### config.mk
export PLATFORM = sky130hd
export DESIGN_NAME = forth_regfile_v2_flat
export DESIGN_NICKNAME = d
export VERILOG_FILES = /design/src/rtl/forth_regfile_v2_if.sv /design/src/rtl/forth_regfile_v2.sv /design/src/flat_wrapper.sv
export SDC_FILE = /design/constraint.sdc
export NUM_CORES = 1
export LEC_CHECK = 0
export CORE_MARGIN = 2
export CORE_UTILIZATION = 37
export CTS_CLUSTER_DIAMETER = 80
export CTS_CLUSTER_SIZE = 12
export DETAILED_ROUTE_END_ITERATION = 8
export MAX_ROUTING_LAYER = met4
export SYNTH_ARGS = -nofsm -noshare
export SYNTH_HDL_FRONTEND = slang
export SYNTH_SLANG_ARGS = --single-unit
### constraint.sdc
create_clock -name c_CLOCK -period 10.1 [get_ports c_CLOCK]
set_clock_uncertainty 0.15 [all_clocks]
set_input_delay 1.515 -clock c_CLOCK [delete_from_list [all_inputs] [get_ports c_CLOCK]]
set_output_delay 1.515 -clock c_CLOCK [all_outputs]
set_load 0.1 [all_outputs]
### src/rtl/forth_regfile_v2_if.sv
`default_nettype none
// ============================================================================
// Module   : forth_regfile_v2_if
// Brief    : Decoder/sequencer <-> register file bundle for the Forth core.
// Revision : 1.0  initial release
// ============================================================================
interface forth_regfile_v2_if #(
  parameter int DATA_W = 16,
  parameter int ADDR_W = 4
) ();
  logic [1:0]        i_SSRSet;
  logic [ADDR_W-1:0] i_RADDRA;
  logic [ADDR_W-1:0] i_RADDRB;
  logic [ADDR_W-1:0] i_WADDR;
  logic [DATA_W-1:0] i_DATA;
  logic              f_WRITE;
  logic [DATA_W-1:0] i_PCDATA;
  logic              f_PCLOAD;
  logic [1:0]        i_PSPOP;
  logic [1:0]        i_RSPOP;
  logic              f_ERRCLR;
  logic              o_SSR;
  logic [DATA_W-1:0] o_PC;
  logic [DATA_W-1:0] o_PSP;
  logic [DATA_W-1:0] o_RSP;
  logic [DATA_W-1:0] o_OfR;
  logic [DATA_W-1:0] o_OUTA;
  logic [DATA_W-1:0] o_OUTB;
  logic              o_PSPERR;
  logic              o_RSPERR;

  modport master (
    output i_SSRSet, i_RADDRA, i_RADDRB, i_WADDR, i_DATA, f_WRITE,
           i_PCDATA, f_PCLOAD, i_PSPOP, i_RSPOP, f_ERRCLR,
    input  o_SSR, o_PC, o_PSP, o_RSP, o_OfR, o_OUTA, o_OUTB,
           o_PSPERR, o_RSPERR
  );

  modport slave (
    input  i_SSRSet, i_RADDRA, i_RADDRB, i_WADDR, i_DATA, f_WRITE,
           i_PCDATA, f_PCLOAD, i_PSPOP, i_RSPOP, f_ERRCLR,
    output o_SSR, o_PC, o_PSP, o_RSP, o_OfR, o_OUTA, o_OUTB,
           o_PSPERR, o_RSPERR
  );
endinterface
`default_nettype wire

### src/rtl/forth_regfile_v2.sv
`default_nettype none
// ============================================================================
// Module   : forth_regfile_v2
// Brief    : Forth CPU register file: PC/PSP/RSP/OfR roles, two bypassed
//            registered read ports, bounded stack-pointer push/pop.
// Revision : 1.0  initial release
// ============================================================================
module forth_regfile_v2 #(
  parameter int DATA_W    = 16,
  parameter int NUM_REGS  = 16,
  parameter int PSP_BASE  = 48,
  parameter int PSP_LIMIT = 55,
  parameter int RSP_BASE  = 56,
  parameter int RSP_LIMIT = 63
) (
  input  wire logic           c_CLOCK,
  input  wire logic           c_RESET,
  forth_regfile_v2_if.slave   bus
);

  localparam int                c_ADDR_W    = $clog2(NUM_REGS);
  localparam logic [DATA_W-1:0] c_ONE       = DATA_W'(1);
  localparam logic [DATA_W-1:0] c_PSP_BASE  = DATA_W'(PSP_BASE);
  localparam logic [DATA_W-1:0] c_PSP_LIMIT = DATA_W'(PSP_LIMIT);
  localparam logic [DATA_W-1:0] c_RSP_BASE  = DATA_W'(RSP_BASE);
  localparam logic [DATA_W-1:0] c_RSP_LIMIT = DATA_W'(RSP_LIMIT);

  logic [DATA_W-1:0]   r_regs [NUM_REGS];
  logic [DATA_W-1:0]   w_next [NUM_REGS];
  logic [NUM_REGS-1:0] w_wr_sel;
  logic [DATA_W:0]     w_psp_step;
  logic [DATA_W:0]     w_rsp_step;
  logic                w_psp_evt;
  logic                w_rsp_evt;
  logic [DATA_W-1:0]   r_outa;
  logic [DATA_W-1:0]   r_outb;
  logic                r_ssr;
  logic                r_psp_err;
  logic                r_rsp_err;

  // Result is {error, next value}; bounds are equality checks so an
  // out-of-range pointer simply walks (and wraps) without flagging.
  function automatic logic [DATA_W:0] stack_step(
    input logic [DATA_W-1:0] cur,
    input logic [1:0]        op,
    input logic [DATA_W-1:0] lo,
    input logic [DATA_W-1:0] hi
  );
    logic [DATA_W:0] res;
    res = {1'b0, cur};
    case (op)
      2'b01:   res = (cur != hi) ? {1'b0, cur + c_ONE} : {1'b1, cur};
      2'b10:   res = (cur != lo) ? {1'b0, cur - c_ONE} : {1'b1, cur};
      default: res = {1'b0, cur};
    endcase
    return res;
  endfunction

  generate
    for (genvar g = 0; g < NUM_REGS; g++) begin : g_wr_dec
      assign w_wr_sel[g] = bus.f_WRITE && (bus.i_WADDR == c_ADDR_W'(g));
    end
  endgenerate

  assign w_psp_step = stack_step(r_regs[1], bus.i_PSPOP, c_PSP_BASE, c_PSP_LIMIT);
  assign w_rsp_step = stack_step(r_regs[2], bus.i_RSPOP, c_RSP_BASE, c_RSP_LIMIT);

  // A direct write to a pointer pre-empts its stack op and suppresses errors.
  always_comb begin
    w_psp_evt = 1'b0;
    w_rsp_evt = 1'b0;
    for (int i = 0; i < NUM_REGS; i++) begin
      w_next[i] = w_wr_sel[i] ? bus.i_DATA : r_regs[i];
    end
    if (!w_wr_sel[0] && bus.f_PCLOAD) begin
      w_next[0] = bus.i_PCDATA;
    end
    if (!w_wr_sel[1]) begin
      w_next[1] = w_psp_step[DATA_W-1:0];
      w_psp_evt = w_psp_step[DATA_W];
    end
    if (!w_wr_sel[2]) begin
      w_next[2] = w_rsp_step[DATA_W-1:0];
      w_rsp_evt = w_rsp_step[DATA_W];
    end
  end

  always_ff @(posedge c_CLOCK or posedge c_RESET) begin
    if (c_RESET) begin
      for (int i = 0; i < NUM_REGS; i++) begin
        r_regs[i] <= '0;
      end
      r_regs[1] <= c_PSP_BASE;
      r_regs[2] <= c_RSP_BASE;
      r_outa    <= '0;
      r_outb    <= '0;
      r_ssr     <= 1'b0;
      r_psp_err <= 1'b0;
      r_rsp_err <= 1'b0;
    end else begin
      r_regs    <= w_next;
      // Read ports sample next-state so same-edge updates are visible.
      r_outa    <= w_next[bus.i_RADDRA];
      r_outb    <= w_next[bus.i_RADDRB];
      if (!bus.i_SSRSet[1]) begin
        r_ssr <= bus.i_SSRSet[0];
      end
      r_psp_err <= w_psp_evt | (r_psp_err & ~bus.f_ERRCLR);
      r_rsp_err <= w_rsp_evt | (r_rsp_err & ~bus.f_ERRCLR);
    end
  end

  assign bus.o_PC     = r_regs[0];
  assign bus.o_PSP    = r_regs[1];
  assign bus.o_RSP    = r_regs[2];
  assign bus.o_OfR    = r_regs[3];
  assign bus.o_OUTA   = r_outa;
  assign bus.o_OUTB   = r_outb;
  assign bus.o_SSR    = r_ssr;
  assign bus.o_PSPERR = r_psp_err;
  assign bus.o_RSPERR = r_rsp_err;

endmodule
`default_nettype wire

### src/flat_wrapper.sv
// flat-port wrapper written by rule: the top's interface ports become plain ports
module forth_regfile_v2_flat 
#(
  parameter int DATA_W    = 16,
  parameter int NUM_REGS  = 16,
  parameter int PSP_BASE  = 48,
  parameter int PSP_LIMIT = 55,
  parameter int RSP_BASE  = 56,
  parameter int RSP_LIMIT = 63
)
  (c_CLOCK, c_RESET, bus_i_SSRSet, bus_i_RADDRA, bus_i_RADDRB, bus_i_WADDR, bus_i_DATA, bus_f_WRITE, bus_i_PCDATA, bus_f_PCLOAD, bus_i_PSPOP, bus_i_RSPOP, bus_f_ERRCLR, bus_o_SSR, bus_o_PC, bus_o_PSP, bus_o_RSP, bus_o_OfR, bus_o_OUTA, bus_o_OUTB, bus_o_PSPERR, bus_o_RSPERR);
  forth_regfile_v2_if #(.DATA_W(DATA_W), .ADDR_W(4)) bus_i ();
  input  wire logic c_CLOCK;
  input  wire logic c_RESET;
  input wire logic [$bits(bus_i.i_SSRSet)-1:0] bus_i_SSRSet;
  input wire logic [$bits(bus_i.i_RADDRA)-1:0] bus_i_RADDRA;
  input wire logic [$bits(bus_i.i_RADDRB)-1:0] bus_i_RADDRB;
  input wire logic [$bits(bus_i.i_WADDR)-1:0] bus_i_WADDR;
  input wire logic [$bits(bus_i.i_DATA)-1:0] bus_i_DATA;
  input wire logic [$bits(bus_i.f_WRITE)-1:0] bus_f_WRITE;
  input wire logic [$bits(bus_i.i_PCDATA)-1:0] bus_i_PCDATA;
  input wire logic [$bits(bus_i.f_PCLOAD)-1:0] bus_f_PCLOAD;
  input wire logic [$bits(bus_i.i_PSPOP)-1:0] bus_i_PSPOP;
  input wire logic [$bits(bus_i.i_RSPOP)-1:0] bus_i_RSPOP;
  input wire logic [$bits(bus_i.f_ERRCLR)-1:0] bus_f_ERRCLR;
  output wire logic [$bits(bus_i.o_SSR)-1:0] bus_o_SSR;
  output wire logic [$bits(bus_i.o_PC)-1:0] bus_o_PC;
  output wire logic [$bits(bus_i.o_PSP)-1:0] bus_o_PSP;
  output wire logic [$bits(bus_i.o_RSP)-1:0] bus_o_RSP;
  output wire logic [$bits(bus_i.o_OfR)-1:0] bus_o_OfR;
  output wire logic [$bits(bus_i.o_OUTA)-1:0] bus_o_OUTA;
  output wire logic [$bits(bus_i.o_OUTB)-1:0] bus_o_OUTB;
  output wire logic [$bits(bus_i.o_PSPERR)-1:0] bus_o_PSPERR;
  output wire logic [$bits(bus_i.o_RSPERR)-1:0] bus_o_RSPERR;
  assign bus_i.i_SSRSet = bus_i_SSRSet;
  assign bus_i.i_RADDRA = bus_i_RADDRA;
  assign bus_i.i_RADDRB = bus_i_RADDRB;
  assign bus_i.i_WADDR = bus_i_WADDR;
  assign bus_i.i_DATA = bus_i_DATA;
  assign bus_i.f_WRITE = bus_f_WRITE;
  assign bus_i.i_PCDATA = bus_i_PCDATA;
  assign bus_i.f_PCLOAD = bus_f_PCLOAD;
  assign bus_i.i_PSPOP = bus_i_PSPOP;
  assign bus_i.i_RSPOP = bus_i_RSPOP;
  assign bus_i.f_ERRCLR = bus_f_ERRCLR;
  assign bus_o_SSR = bus_i.o_SSR;
  assign bus_o_PC = bus_i.o_PC;
  assign bus_o_PSP = bus_i.o_PSP;
  assign bus_o_RSP = bus_i.o_RSP;
  assign bus_o_OfR = bus_i.o_OfR;
  assign bus_o_OUTA = bus_i.o_OUTA;
  assign bus_o_OUTB = bus_i.o_OUTB;
  assign bus_o_PSPERR = bus_i.o_PSPERR;
  assign bus_o_RSPERR = bus_i.o_RSPERR;
  forth_regfile_v2 #(.DATA_W(DATA_W), .NUM_REGS(NUM_REGS), .PSP_BASE(PSP_BASE), .PSP_LIMIT(PSP_LIMIT), .RSP_BASE(RSP_BASE), .RSP_LIMIT(RSP_LIMIT)) u_core (.c_CLOCK(c_CLOCK), .c_RESET(c_RESET), .bus(bus_i));
endmodule
* Word level (Yosys, flattened, before mapping)
Cells that the tools add are included.
** Cells by class
- Reductions and logical operators :: 19
- Magnitude comparators :: 2
- $add $sub $neg :: 4
- Bitwise logic cells :: 7
- Equality and inequality tests :: 23
- Muxes and demuxes :: 31
** Operator list (number)
- 16-bit two-way mux :: 21
- 16-bit binary-select mux with 4-bit select :: 2
- 17-bit two-way mux :: 4
- 17-bit case mux with 2 select lines :: 2
- 16-bit by 6-bit != test with 1-bit output, second input constant :: 4
- 16-bit by 1-bit adder with 16-bit output, second input constant :: 2
- 4-bit == test, second input constant :: 8
- 16-bit by 1-bit subtractor with 16-bit output, second input constant :: 2
- 1-bit logical AND :: 17
- 4-bit by 3-bit == test with 1-bit output, second input constant :: 4
- 5-bit >= comparator, second input constant :: 2
- 4-bit inverter with 5-bit output :: 2
- 4-bit by 2-bit == test with 1-bit output, second input constant :: 2
- 2-bit by 1-bit == test with 1-bit output, second input constant :: 2
- 2-bit == test, second input constant :: 2
- 4-bit by 1-bit == test with 1-bit output, second input constant :: 1
- 4-bit logical NOT :: 1
- 1-bit AND :: 2
- 1-bit two-way mux :: 2
- 1-bit OR :: 2
- 1-bit logical NOT :: 1
- 1-bit inverter :: 1
** Word-level totals
- Output and inout bits :: 99
- Bits in registers :: 291

* Logic depth before layout (Yosys ltp)
- Word-level depth :: 8
- Mapped depth :: 12
- Depth with buffers taken out :: 9

* Worst setup path after synthesis
No wires, ideal clock.
- Kind :: input-to-reg
- Start point :: input bus_f_WRITE
- End point :: register u_core.r_outb[11], in the netlist u_core.bus.o_OUTB[11]
- Path buffers :: 3
- Stages :: 10
- Slack :: 6353 ps
- Required time :: 9828 ps
- Data arrival time :: 3476 ps
- Cells stage by stage :: buf_2 -> and3b_1 -> clkbuf_1 -> nand2_1 -> clkbuf_1 -> mux2_2 -> mux4_2 -> nand2_1 -> o21ai_0 -> a32o_1
** RTL lines
- start: declaration :: RTL line flat_wrapper.sv:20 : input wire logic [$bits(bus_i.f_WRITE)-1:0] bus_f_WRITE;
- end signal: assignment :: RTL line forth_regfile_v2.sv:104 : r_outb <= w_next[bus.i_RADDRB];
- end: declaration :: RTL line forth_regfile_v2.sv:36 : logic [DATA_W-1:0] r_outb;

==> metrics.md <==
| Metric | Value |
|---|---|
| Outcome | `finished, final reports clean` |
| CP required | `10.38 ns` |
| Total GRT Usage | `0.340` |
| First-pass GRT wire length | `132,000 um` |
| Synth Area per Inst | `about 8.3 sq um` |
| NumNets Final | `approximately 2,400` |
| Area grow syn2layout | `13.3%` |
| Post-route antenna net violation count | `0` |
| Hold Buf Count CTS | `0` |
| DR WL/cell | `a little over 30 um` |
| Combinational power share | `0.415` |
| H-tree levels | `1` |
| Async S/R FF share, synth | `1.00` |
| Setup_tns | `0 ns` |
| EDFF count, synth | `0` |
| Final HPWL from detailed placement | `63,200 um` |
| 1st-iter DRT viols | `2,887` |
| YS warnings | `0` |
| Leak | `about 0.0094 uW` |
| IO Port Bufs | `153` |
| WS Path Type | `input port to flop` |
| Via-to-Cell Ratio | `approximately 6.6` |
| Hold Crit Class | `flop to flop` |
| Drt total wl | `91,000 um` |
| Most frequent cells in the layout | `nand2_1, dfrtp_1, o21ai_0, clkdlybuf4s50_1, nor2_1` |
| Sw power | `around 2200 uW` |
| Minimum clock period | `between 4 and 5 ns` |
| Post-synthesis cell area | `around 19,000 sq um` |
| Post-CTS setup buffer count | `0` |
| Via Count | `19,900` |
| CP endpoint kind | `flop` |
| Startpoint types | `input port` |
| Final Max Tran Viols | `0` |
| Max-slew headroom | `0.0832` |
| PD cells | `221 nW/um^2` |
| Die Y | `233 um` |
| Synthesized instance count | `2,329` |
| Top cell type's share of synthesized area | `0.370` |
| Slew at the pin closest to its max-slew limit | `1.37 ns` |
| Vias in the first global route | `about 19,000` |
| VDD IR max | `0.127 mV` |
| Most common cell after layout, fill and taps aside | `nand2_1` |
| Root buf cell | `clkbuf_16` |
| I/O pin count | `154` |
| Setup WS pre-CTS | `approximately 4.7 ns` |
| Final setup fails | `0` |
| Clock Latency Late Sink | `about 0.60 ns` |
| Count of cell types in the netlist | `87` |
| Worst setup margin | `5.14 ns` |
| FF+latch count, synth | `just under 300` |
| P_int | `2630 uW` |
| Pin count of the biggest net entering global routing | `96` |
| Clock sink count | `291` |
| Final hold vios | `0` |
| Critical path peak fanout | `17` |
| Unrepaired setup endpoints after global routing | `false` |
| Ranking of synthesized cells by area | `dfrtp_1, nand2_1, o21ai_0, mux4_2, mux2i_1` |
| Core area | `51,500 sq um` |
| TritonRoute pass-1 iters | `6` |
| Num CTS Buffers | `31` |
| Max-cap violations | `0` |
| Period utilisation layout | `0.492` |
| Resized cells post-CTS | `0` |
| DR DRC count | `0` |
| Sequential area share after synthesis | `0.377` |
| Final Wtd Congestion | `1.03` |
| Num rows | `slightly above 80` |
| Die Span X | `233 um` |
| Clock transition at the registers of the reported paths | `about 0.070 ns` |
| CTS tree | `built` |
| Seq pwr share | `0.345` |
| Share of cells above drive strength 1 | `0.0937` |
| Clock share of power | `0.240` |
| WP data arrival | `5.24 ns` |
| Area leader, netlist | `dfrtp_1` |
| Initial Utilization | `0.375` |
| Initial antenna violation count | `3` |
| DIE AREA | `54,100 sq um` |
| Fmax | `just over 200 MHz` |
| Clk buf depth | `3` |
| Congestion Overflow GR | `0` |
| Switching Fraction | `0.458` |
| Top FF cell, synth | `dfrtp_1` |
| Syn_nets | `2,394` |
path summary, 6_finish.rpt:
| path | startpoint | endpoint | slack [ns] | depth (start not counted) |
|---|---|---|---|---|
| max | bus_i_WADDR[0] | u_core.bus.o_OUTA[7] | 5.14 | 9 |
| max reg2reg | u_core.bus.o_PSP[2] | u_core.bus.o_OUTA[12] | 6.22 | 7 |
| min | u_core.r_regs[137] | u_core.r_regs[137] | 0.34 | 2 |
| min reg2reg | u_core.r_regs[137] | u_core.r_regs[137] | 0.34 | 2 |
| min in group asynchronous | c_RESET | u_core.r_regs[84] | 1.30 | 2 |
| max in group asynchronous | c_RESET | u_core.bus.o_RSP[10] | 6.97 | 3 |
registers in the layout (all words and copies together) (netlist names), 16 cells and up:
register	cells
u_core.bus.o_OUTA	16
u_core.bus.o_OfR	16
u_core.bus.o_PC	16
u_core.bus.o_OUTB	16
u_core.r_regs	192
u_core.bus.o_RSP	16
u_core.bus.o_PSP	16
metrics by stage:
step	total power (uW)	hold WS [ns]	cell area, sq um	instances	util
after floorplan	3100	0.296	19300	2329	-
after global placement	3640	0.308	20900	2960	0.406
after detailed placement	3650	0.323	20900	2960	0.406
after CTS	4810	0.338	21900	3007	0.425
after global routing	5020	0.360	21900	3009	0.425
final	4850	0.340	21900	3009	0.425
power by group through the flow:
| stage | Sequential (uW) | Combinational (uW) | Clock (uW) |
|---|---|---|---|
| after global placement | 1680 | 1960 | 0 |
| after global routing | 1700 | 2100 | 1220 |
| after detailed placement | 1680 | 1970 | 0 |
| after CTS | 1660 | 1970 | 1170 |
| after floorplan | 1700 | 1400 | 0 |
| final | 1670 | 2010 | 1160 |
Yosys cell counts (10+ instances only):
master,instances
nand2_1,355
dfrtp_1,286
o21ai_0,210
clkbuf_1,169
nor2_1,140
a21oi_1,139
inv_1,103
nand3_1,83
nor3_1,77
mux2i_1,75
buf_4,64
o211ai_1,45
mux2_2,42
a211oi_1,35
a31oi_1,34
mux4_2,34
buf_2,26
and3_1,24
nand4_1,23
o2111ai_1,19
o22ai_1,18
or3_1,18
nor4_1,17
o32ai_1,16
buf_1,15
o31ai_1,13
nand2b_1,12
a21o_1,11
a221oi_1,10
ha_1,10
cells by family after synthesis:
family          count (synthesis)  synth area share
fa+ha+maj                      10           0.00647
buf+inv                       383            0.0889
compound gates                682             0.229
mux                           151             0.103
xor+xnor                       13           0.00589
simple gates                  799             0.190
flops                         291             0.377
critical path, stage by stage:
cell and delay [ns]:
clkdlybuf4s50_1 0.77, nor2_2 0.60, nand2_1 0.42, buf_4 0.35, nand2_1 0.09, nand2_1 0.09, mux4_2 0.46, o21ai_0 0.72
o32ai_1 0.21
area by class of cell:
| class | count | area, sq um |
|---|---|---|
| tap | 680 | 851 |
| multi-input combinational | 1655 | 10300 |
| sequential | 291 | 7290 |
| clock inverter | 7 | 121 |
| antenna | 2 | 5.00 |
| inverter | 108 | 413 |
| clock buffer | 40 | 840 |
| fill | 5177 | 29600 |
| timing repair buffer | 226 | 2050 |
per-layer routing:
layer  part of all wire  global-route usage
met1               0.39               0.448
met2               0.44               0.502
met3               0.12              0.0794
met4              0.050               0.143
met5                  0                   -
(Power assumes the default switching activity.)
==> RTL change (config.mk and constraints unchanged) <==
`NUM_REGS` is set to 16 in 2 places; all go to 32.
--- a/src/rtl/forth_regfile_v2.sv
+++ b/src/rtl/forth_regfile_v2.sv
@@ -8,5 +8,5 @@
 module forth_regfile_v2 #(
   parameter int DATA_W    = 16,
-  parameter int NUM_REGS  = 16,
+  parameter int NUM_REGS  = 32,
   parameter int PSP_BASE  = 48,
   parameter int PSP_LIMIT = 55,
--- a/src/flat_wrapper.sv
+++ b/src/flat_wrapper.sv
@@ -3,5 +3,5 @@
 #(
   parameter int DATA_W    = 16,
-  parameter int NUM_REGS  = 16,
+  parameter int NUM_REGS  = 32,
   parameter int PSP_BASE  = 48,
   parameter int PSP_LIMIT = 55,
Check against the original RTL: not settled (the Yosys comparison gave no result); the edit may change what the design does.
==> RTL change against the unedited design <==
- via count increased by 2.9%
- wire length increased by 1.6%
- worst setup slack got worse by 410 ps
- global-route usage decreased by 0.82 points
- cell count increased by 2.5%
- sequential cell count unchanged
- total power increased by 1.5%
- final area increased by 1.4%
- synthesized area increased by 2.5%
- largest power group unchanged
==> RTL change: results (changes against the unedited design) <==
| Metric | Value |
|---|---|
| Status | complete, no violations |
| Share of cells above drive strength 1 | 8.48% (-0.89 points) |
| Adder-Cell Fraction of Synth Area | 0.632% (-0.016 points) |
| Global routing usage on met2 | 48.6% (-1.6 points) |
| WL met3 | 10200 um (-6.1%) |
| Met3 Track Usage GR | 7.50% (-0.44 points) |
| Non-Filler Instances | 3084 (+2.5%) |
| Initial antenna violation count | 1 (-2) |
| FF-to-FF setup slack | 6190 ps (-30 ps) |
| Placement Cell Area | 21300 um^2 (+1.8%) |
| Compound-gate portion of the synthesized area | 23.3% (+0.42 points) |
| Worst hold endpoint | u_core.r_regs[369]$_DFF_PP0_ |
| Largest net degree at the start of global routing | 98 (+2.1%) |
| Mux cell area share after synthesis | 9.20% (-1.1 points) |
| Worst VDD drop | 0.132 mV (+3.5%) |
| Worst Path Max Fanout | 23 (+6) |
| Dpl cells | 3034 (+2.5%) |
| Worst Hold Launch | u_core.r_regs[369]$_DFF_PP0_ |
| Data arrival time of the worst path | 5670 ps (+430 ps) |
| Synth unique cells | 93 (+6.9%) |
| Reg2Reg Launch Point | u_core.bus.o_PSP[4]$_DFF_PP1_ |
| Vias per Instance | 6.63 (+0.38%) |
| Vias in the first global route | 19.3k (+3.8%) |
| Pre-CTS setup slack | 4330 ps (-389 ps) |
| Overall Global Routing Usage | 33.2% (-0.82 points) |
| Post-Synth XOR/XNOR Area | 0.575% (-0.014 points) |
| Synth top area cells | dfrtp_1, nand2_1, mux2i_1 |
| Slew headroom | 17.5% (+9.2 points) |
| Final hold slack | 337 ps (-2.84 ps) |
| WL/cell | 30.0 um (-0.84%) |
| Post-synthesis sequential area ratio | 36.8% (-0.93 points) |
| Average size of a mapped cell | 8.19 um^2 (-1.3%) |
| R2R Path End | u_core.bus.o_OUTA[13]$_DFF_PP0_ |
| Reg2reg path depth | 7 (unchanged) |
| Routability cong. | 1.01 (-2.6%) |
| Met2 WL | 39700 um (-0.17%) |
| Filler instances | 5275 (+1.9%) |
| DRT iter0 DRCs | 2705 (-6.3%) |
| Net Count, Synth | 2483 (+3.7%) |
| Pleak | 9.64 nW (+2.6%) |
| Met1 wire length | 36600 um (+2.1%) |
| CTS Buf Count | 30 (-3.2%) |
| HPWL Detailed | 64500 um (+2.1%) |
==> RTL change: power breakdown <==
part	leakage [nW]	total (W)	internal [W]	switching [W]
logic	5.57	0.00209	0.000591	0.00150
clock network	0.436	0.00110	0.000598	0.000501
registers	3.63	0.00173	0.00142	0.000307
==> RTL change: final cells by class <==
cell class / instances / area (um^2) / share of cell area (%)
multi-input cells: 1734 / 10700 / 48.4
flip-flops and latches: 291 / 7290 / 32.8
repair buffers: 221 / 2020 / 9.10
well taps: 688 / 861 / 3.88
clock buffers: 44 / 845 / 3.80
inverters: 100 / 383 / 1.72
clock inverters: 5 / 60.1 / 0.270
diodes: 1 / 2.50 / 0.0113
==> RTL change: worst max-delay path, cell delays in order <==
cell and delay [ps]:
clkdlybuf4s50_1 630, nor3b_2 880, nand2_1 960, mux2_2 600, mux2i_1 140, nand3_1 90, a32oi_1 650, o32ai_1 180
==> RTL change: how the worst max path moves through the flow <==
| stage | slack (ps) | from | to |
|---|---|---|---|
| 2_1_floorplan | 410 | c_RESET | u_core.bus.o_OUTA[0]$_DFF_PP0_ |
| 3_3_place_gp | 4330 | bus_f_WRITE | u_core.bus.o_OUTA[2]$_DFF_PP0_ |
| 3_5_place_dp | 4330 | bus_f_WRITE | u_core.bus.o_OUTA[2]$_DFF_PP0_ |
| 4_1_cts | 4940 | bus_f_WRITE | u_core.bus.o_OUTA[2]$_DFF_PP0_ |
| 5_1_grt | 4650 | bus_f_WRITE | u_core.bus.o_OUTA[2]$_DFF_PP0_ |
| 6_report | 4730 | bus_f_WRITE | u_core.bus.o_OUTA[2]$_DFF_PP0_ |
==> RTL change: cells by family after synthesis <==
logic type / Yosys count
AOI/OAI and AO/OA: 673
xor gates and xnor gates: 13
adders and majority gates: 10
buffers and inverters: 393
DFF: 291
muxes: 151
and+or+nand+nor: 887
